--- src/rtl/desc_fifo.sv ---
// desc_fifo: descriptor queue between the DMA slave register file and the DMA master.
// Optional `DESC_FIFO_THRESH_EN adds almost_full / almost_empty outputs.
module desc_fifo #(
    parameter int unsigned DEPTH = 8,
    parameter int unsigned AW    = 3
) (
    input  logic          clk,
    input  logic          reset,
    input  logic          op_clear,
    input  logic          wr_en,
    input  logic [31:0]   din_src,
    input  logic [31:0]   din_dest,
    input  logic [31:0]   din_size,
    input  logic          rd_en,
    output logic [31:0]   dout_src,
    output logic [31:0]   dout_dest,
    output logic [31:0]   dout_size,
    output logic          full,
    output logic          empty,
    output logic [AW:0]   data_count,
    output logic          wr_ack,
    output logic          wr_err,
    output logic          rd_ack,
    output logic          rd_err
`ifdef DESC_FIFO_THRESH_EN
    ,
    output logic          almost_full,
    output logic          almost_empty
`endif
);

    localparam int unsigned CW = AW + 1;

    typedef enum logic [2:0] {
        INIT,
        NO_OP,
        WRITE,
        WR_ERROR,
        READ,
        RD_ERROR
    } state_e;

    typedef struct packed {
        logic [31:0] src;
        logic [31:0] dest;
        logic [31:0] size;
    } desc_t;

    desc_t         mem_q [DEPTH];
    desc_t         dout_q;
    state_e        state_q;
    logic [AW-1:0] wr_ptr_q;
    logic [AW-1:0] rd_ptr_q;
    logic [AW:0]   count_q;
    logic          push_c;

    assign full  = (count_q == CW'(DEPTH));
    assign empty = (count_q == '0);

    // Accepted push only; reset and flush never write the array.
    always_comb begin
        push_c = 1'b0;
        if (!reset && !op_clear && wr_en && !full) begin
            push_c = 1'b1;
        end
    end

    always_ff @(posedge clk) begin
        if (push_c) begin
            mem_q[wr_ptr_q] <= '{src: din_src, dest: din_dest, size: din_size};
        end
    end

    // State names the operation taken on the most recent edge; write beats read.
    always_ff @(posedge clk) begin
        if (reset) begin
            state_q  <= INIT;
            wr_ptr_q <= '0;
            rd_ptr_q <= '0;
            count_q  <= '0;
            dout_q   <= '0;
        end else if (op_clear) begin
            state_q  <= NO_OP;
            wr_ptr_q <= '0;
            rd_ptr_q <= '0;
            count_q  <= '0;
            dout_q   <= '0;
        end else if (wr_en) begin
            if (!full) begin
                state_q  <= WRITE;
                wr_ptr_q <= wr_ptr_q + AW'(1);
                count_q  <= count_q + CW'(1);
            end else begin
                state_q  <= WR_ERROR;
            end
        end else if (rd_en) begin
            if (!empty) begin
                state_q  <= READ;
                dout_q   <= mem_q[rd_ptr_q];
                rd_ptr_q <= rd_ptr_q + AW'(1);
                count_q  <= count_q - CW'(1);
            end else begin
                state_q  <= RD_ERROR;
            end
        end else begin
            state_q <= NO_OP;
        end
    end

    assign wr_ack     = (state_q == WRITE);
    assign wr_err     = (state_q == WR_ERROR);
    assign rd_ack     = (state_q == READ);
    assign rd_err     = (state_q == RD_ERROR);
    assign data_count = count_q;
    assign dout_src   = dout_q.src;
    assign dout_dest  = dout_q.dest;
    assign dout_size  = dout_q.size;

`ifdef DESC_FIFO_THRESH_EN
    assign almost_full  = (count_q >= CW'(DEPTH - 1));
    assign almost_empty = (count_q <= CW'(1));
`endif

endmodule

--- config.mk ---
export PLATFORM = sky130hd
export DESIGN_NAME = desc_fifo
export DESIGN_NICKNAME = d
export VERILOG_FILES = /design/src/rtl/desc_fifo.sv
export SDC_FILE = /design/constraint.sdc
export NUM_CORES = 1
export LEC_CHECK = 0
export CAP_MARGIN = 10
export CORE_ASPECT_RATIO = 0.6
export CORE_MARGIN = 3
export CORE_UTILIZATION = 45
export DETAILED_ROUTE_END_ITERATION = 8
export MAX_ROUTING_LAYER = met4
export PLACE_DENSITY = 0.74
export SLEW_MARGIN = 20
export SYNTH_ARGS = -nofsm -noshare
export SYNTH_HDL_FRONTEND = slang
export SYNTH_SLANG_ARGS = --single-unit
--- constraint.sdc ---
create_clock -name clk -period 20.5 [get_ports clk]
set_clock_uncertainty 0.1 [all_clocks]
set_input_delay 4.1 -clock clk [delete_from_list [all_inputs] [get_ports clk]]
set_output_delay 4.1 -clock clk [all_outputs]
set_load 0.005 [all_outputs]
**Yosys cells after proc, flatten, opt, wreduce, memory -nomap -nowiden**

Memory sizes are Yosys's and may differ from the RTL's. A register that Yosys moved wholly into a read port is not among the register bits.
Cells that the tools add are included.

- Register bits after elaboration: 13
- Bits in writable memories: 768
- Input port bits: 101
- Output and inout port bits: 106
- Logic and storage cells: 44
- Memories kept: 1

Memory list:

| name | words | bits a word | read ports | clocked after memory_dff | write ports | line | text |
|---|---|---|---|---|---|---|---|
| mem_q | 8 | 96 | 1 | 1 | 1 | 49 | `desc_t mem_q [DEPTH];` |

- Add/subtract/negate cells: 4
- Eq/ne operators: 7
- Muxes and demuxes: 12
- Bitwise operators: 3
- Reduce and logical (&&, ||, !) cells: 12

Operator list:

| cell | count |
|---|---|
| $mux W4 | 4 |
| $add A3 B1 Y3 const B | 2 |
| $eq A3 B2 Y1 const B | 2 |
| $eq A3 B3 Y1 const B | 2 |
| $mux W1 | 6 |
| $mux W3 | 2 |
| $reduce_and A3 Y1 | 2 |
| $add A4 B1 Y4 const B | 1 |
| $eq A4 B4 Y1 const B | 1 |
| $logic_not A4 Y1 | 1 |
| $ne A2 B2 Y1 const B | 2 |
| $sub A4 B1 Y4 const B | 1 |
| $logic_and A1 B1 Y1 | 3 |
| $logic_not A1 Y1 | 3 |
| $not A1 Y1 | 3 |
| $reduce_and A2 Y1 | 1 |
| $reduce_bool A2 Y1 | 1 |
| $reduce_or A2 Y1 | 1 |

**Logic depth before layout (Yosys ltp)**

- Depth in word-level cells: 7
- Mapped depth: 8
- Mapped depth without buffers: 6

**Worst setup path after synthesis**

No wires, ideal clock.

- Path kind: input -> register
- Start point: in wr_en
- End point: mem mem_q[0][0] in the netlist's numbering, enable pin
- Setup time: 0.668 ns
- Arrival time: 11.404 ns
- Required time: 19.732 ns
- Slack: 8.327 ns
- Stages: 4
- Buffers on the path: 1
- Path through: clkbuf_1 nand2_1 or3_1 nor3_1

- Longest elaborated chain between the ends: 5

Ends and longest elaborated chain:

| what | line | text |
|---|---|---|
| start, declared | 10 | `input logic wr_en,` |
| $logic_and A1 B1 Y1 (2 in a row) | 63 | `if (!reset && !op_clear && wr_en && !full) begin` |
| $mux W1 | 63 |  |
| $mux W1 | 69 | `if (push_c) begin` |
| $mux W1 (not written as such) | 70 | `mem_q[wr_ptr_q] <= '{src: din_src, dest: din_dest, size: din_size};` |
| end, declared | 49 |  |

Every way passes these cells.

**Final worst setup path**

- Start point: in op_clear
- End point: mem mem_q[0][81] in the netlist's numbering, enable pin

- Longest elaborated chain between the ends: 7

Ends and longest elaborated chain:

| what | line | text |
|---|---|---|
| start, declared | 9 | `input logic op_clear,` |
| $logic_not A1 Y1 | 63 |  |
| $logic_and A1 B1 Y1 (3 in a row) | 63 |  |
| $mux W1 | 63 |  |
| $mux W1 | 69 |  |
| $mux W1 (not written as such) | 70 |  |

Every way passes these cells.

==> qor.yml <==
grt_first_pass_wirelength_um: 104000
cts_sinks: 877
crit_path_max_incr_delay_ns: 0.86
place_congestion: 0.743
vias_per_cell: 5.75
cp_slowest_cell: "buf_4"
layoutNonFillerInstCount: 2730
final_net_count: 1847
start_util: 0.462
overflow: 0
synthXorXnorAreaFrac: 0.00164
reg2reg_from: "data_count[0]$_SDFFE_PP0P_"
leakage_uw: 0.0117
crit_chain: "clkdlybuf4s50_1, or2_2, or3_1, nor3_2, buf_4, buf_4"
drt_iter0_drc: 1831
nFillCells: 5082
syn_inst: 1514
ys_top_cells_by_area: "edfxtp_1, mux4_2, dfxtp_1, o22ai_1, nor2_1"
worstSkewPairLatency_ns: 0.63
hold_class: "reg2reg"
core_area_mm2: 0.0692
synthAdderAreaFrac: 0.00219
ir_drop_mv: 0.0642
cts_max_path_buffers: 3
seq_area_mm2: 0.0253
layout_common_cells: "edfxtp_1, clkdlybuf4s50_1, mux4_2"
synth_top_family_by_area: "multiplexers"
drc: 0
antenna_found_initial: 14
crit_path_end_kind: "flip-flop"
io_buffers: 206
chipHeight_um: 212
synth_top_area_cell: "edfxtp_1"
rows: 74
ys_ff_latch: 877
synth_simple_gate_area_frac: 0.0194
critical_path_buf_inv_count: 3
hold_start: "dout_dest[5]$_SDFFE_PP0P_"
cp_top_family: "buffers and inverters"
cts_tree: "built"
routed_wl_um: 69100
worstPathRequired_ns: 20.63
path_clk_slew_ns: 0.06
grt_pass1_vias: 16100
cp.arrival_ns: 7.99
finalCritPeriodShare: 0.383
area_growth_pct: 17.9
layout_commonest_cell: "edfxtp_1"
powerDensity_mw_per_mm2: 94.7
rsz0062_at_grt: "false"
start_kind: "input port"
ys_warn_count: 0
netlist-cell-type-count: 36
slew_headroom: 0.264
tightest_slew_ns: 1.10
drv_cap: 0
crit_top_cell: "buf_4"
synth_compound_area_frac: 0.0354
finalHoldViolations: 0
die_area_mm2: 0.0743
multi_input_area_mm2: 0.00631
ant_nets: 0
outcome: "complete, no violations"
setup_viol: 0
drive_gt1_frac: 0.198
netlist_area_mm2: 0.0319
dp_hpwl_um: 37700
cts_htree_levels: 3
fin_crit_ns: 7.86
finalMaxSlewViolations: 0
first_pass_iters: 5
post_cts_buffers: 0
dpl.cell_count: 2572
cts_buffers: 79
io_pins: 207
num_vias: 15700
grt_start_max_net_pins: 99
grt.total_usage: 0.195
crit_path_max_fanout: 56
tns_ns: 0
startpoint: "op_clear"
yosys.area.top_type_share: 0.722
syn_area_per_cell_um2: 21.1
yosys-mux-area-fraction: 0.137
critical_path_class: "in2reg"
die_x_um: 350
root_buffer: "clkbuf_16"
max_freq_mhz: 127
hold_buffers: 0
cts_resized: 0
synth_fp_nets: 1620
ys_seq_area_frac: 0.790
routedWlPerCell_um: 25.3
==> kinds of logic after synthesis <==
family / after synthesis
buffers and inverters: 91
XOR/XNOR: 6
adder cells (fa/ha/maj): 5
AND/OR/NAND/NOR: 142
AO/OA/AOI/OAI: 197
multiplexers: 196
flip-flops: 877
==> sequential cells by signal, summed over array words and instances, names as in the netlist <==
signal	flops
mem_q	768
dout_dest	32
dout_size	32
dout_src	32
data_count	4
rd_ptr_q	3
state_q	3
wr_ptr_q	3
==> final cells by class <==
type / count / area share
Antenna cell: 11 / 0.000731
Clock buffer: 98 / 0.0563
Clock inverter: 49 / 0.0141
Inverter: 4 / 0.000399
Multi-Input combinational cell: 546 / 0.167
Sequential cell: 877 / 0.670
Tap cell: 912 / 0.0303
Timing Repair Buffer: 233 / 0.0602
==> synthesized netlist by cell type <==
cell type / number
or2_2: 1
mux2i_1: 4
buf_2: 31
nor3b_1: 2
nand2_1: 4
a211oi_1: 1
o21ai_1: 10
nand3_4: 2
inv_1: 3
mux4_2: 192
o22ai_1: 96
o21ai_0: 86
nand2b_1: 3
or3_1: 2
clkbuf_1: 42
fa_1: 1
a22oi_4: 1
nand3_1: 4
nand4_1: 1
and2b_1: 1
buf_4: 6
dfxtp_1: 109
xnor2_1: 2
or4_1: 1
xor2_1: 4
nor3_1: 2
ha_1: 4
a31oi_2: 1
a21oi_1: 2
nor2_1: 115
inv_2: 1
nor2_2: 1
edfxtp_1: 768
buf_6: 8
or4b_1: 1
and3b_1: 2
==> final timing paths <==
path,endpoint,slack [ns],cells after the start
setup / recovery,mem_q[0][81]$_DFFE_PP_,12.64,6
hold / removal,dout_dest[5]$_SDFFE_PP0P_,0.40,2
setup reg to reg,mem_q[0][81]$_DFFE_PP_,16.08,6
hold reg to reg,dout_dest[5]$_SDFFE_PP0P_,0.40,2
==> per-stage QoR <==
step                hold WS (ns)  power (uW)   util  cell area (um^2)  setup slack (ns)
finish                     0.402        3570  0.545             37700             12.64
global route               0.432        3680  0.545             37700             12.44
CTS                        0.408        3600  0.544             37600             12.61
detailed placement         0.390        2110  0.506             35000             11.97
global placement           0.385        2110  0.506             35000             12.10
floorplan                  0.378        2050      -             31900              8.33
==> report_power, final <==
part           internal, uW  switching (uW)  leakage [uW]
Combinational          50.2            63.2       0.00265
Sequential             1950            7.76       0.00780
Clock                   856             635       0.00130
==> layer usage <==
metal	global-route usage	vias up	wire length [um]
met5	-	-	0
met4	0.0437	0	1070
met3	0.0503	98	6280
met2	0.270	666	30300
met1	0.293	8227	31400
li1	-	6713	-
==> worst reg2reg max path: cells and delay by family, from the launching register on <==
family,cells,cell delay [ns]
DFF,1,0.46
and+or+nand+nor,4,1.88
buffers and inverters,2,1.54
Note: power is estimated with default switching activity, not from simulation.
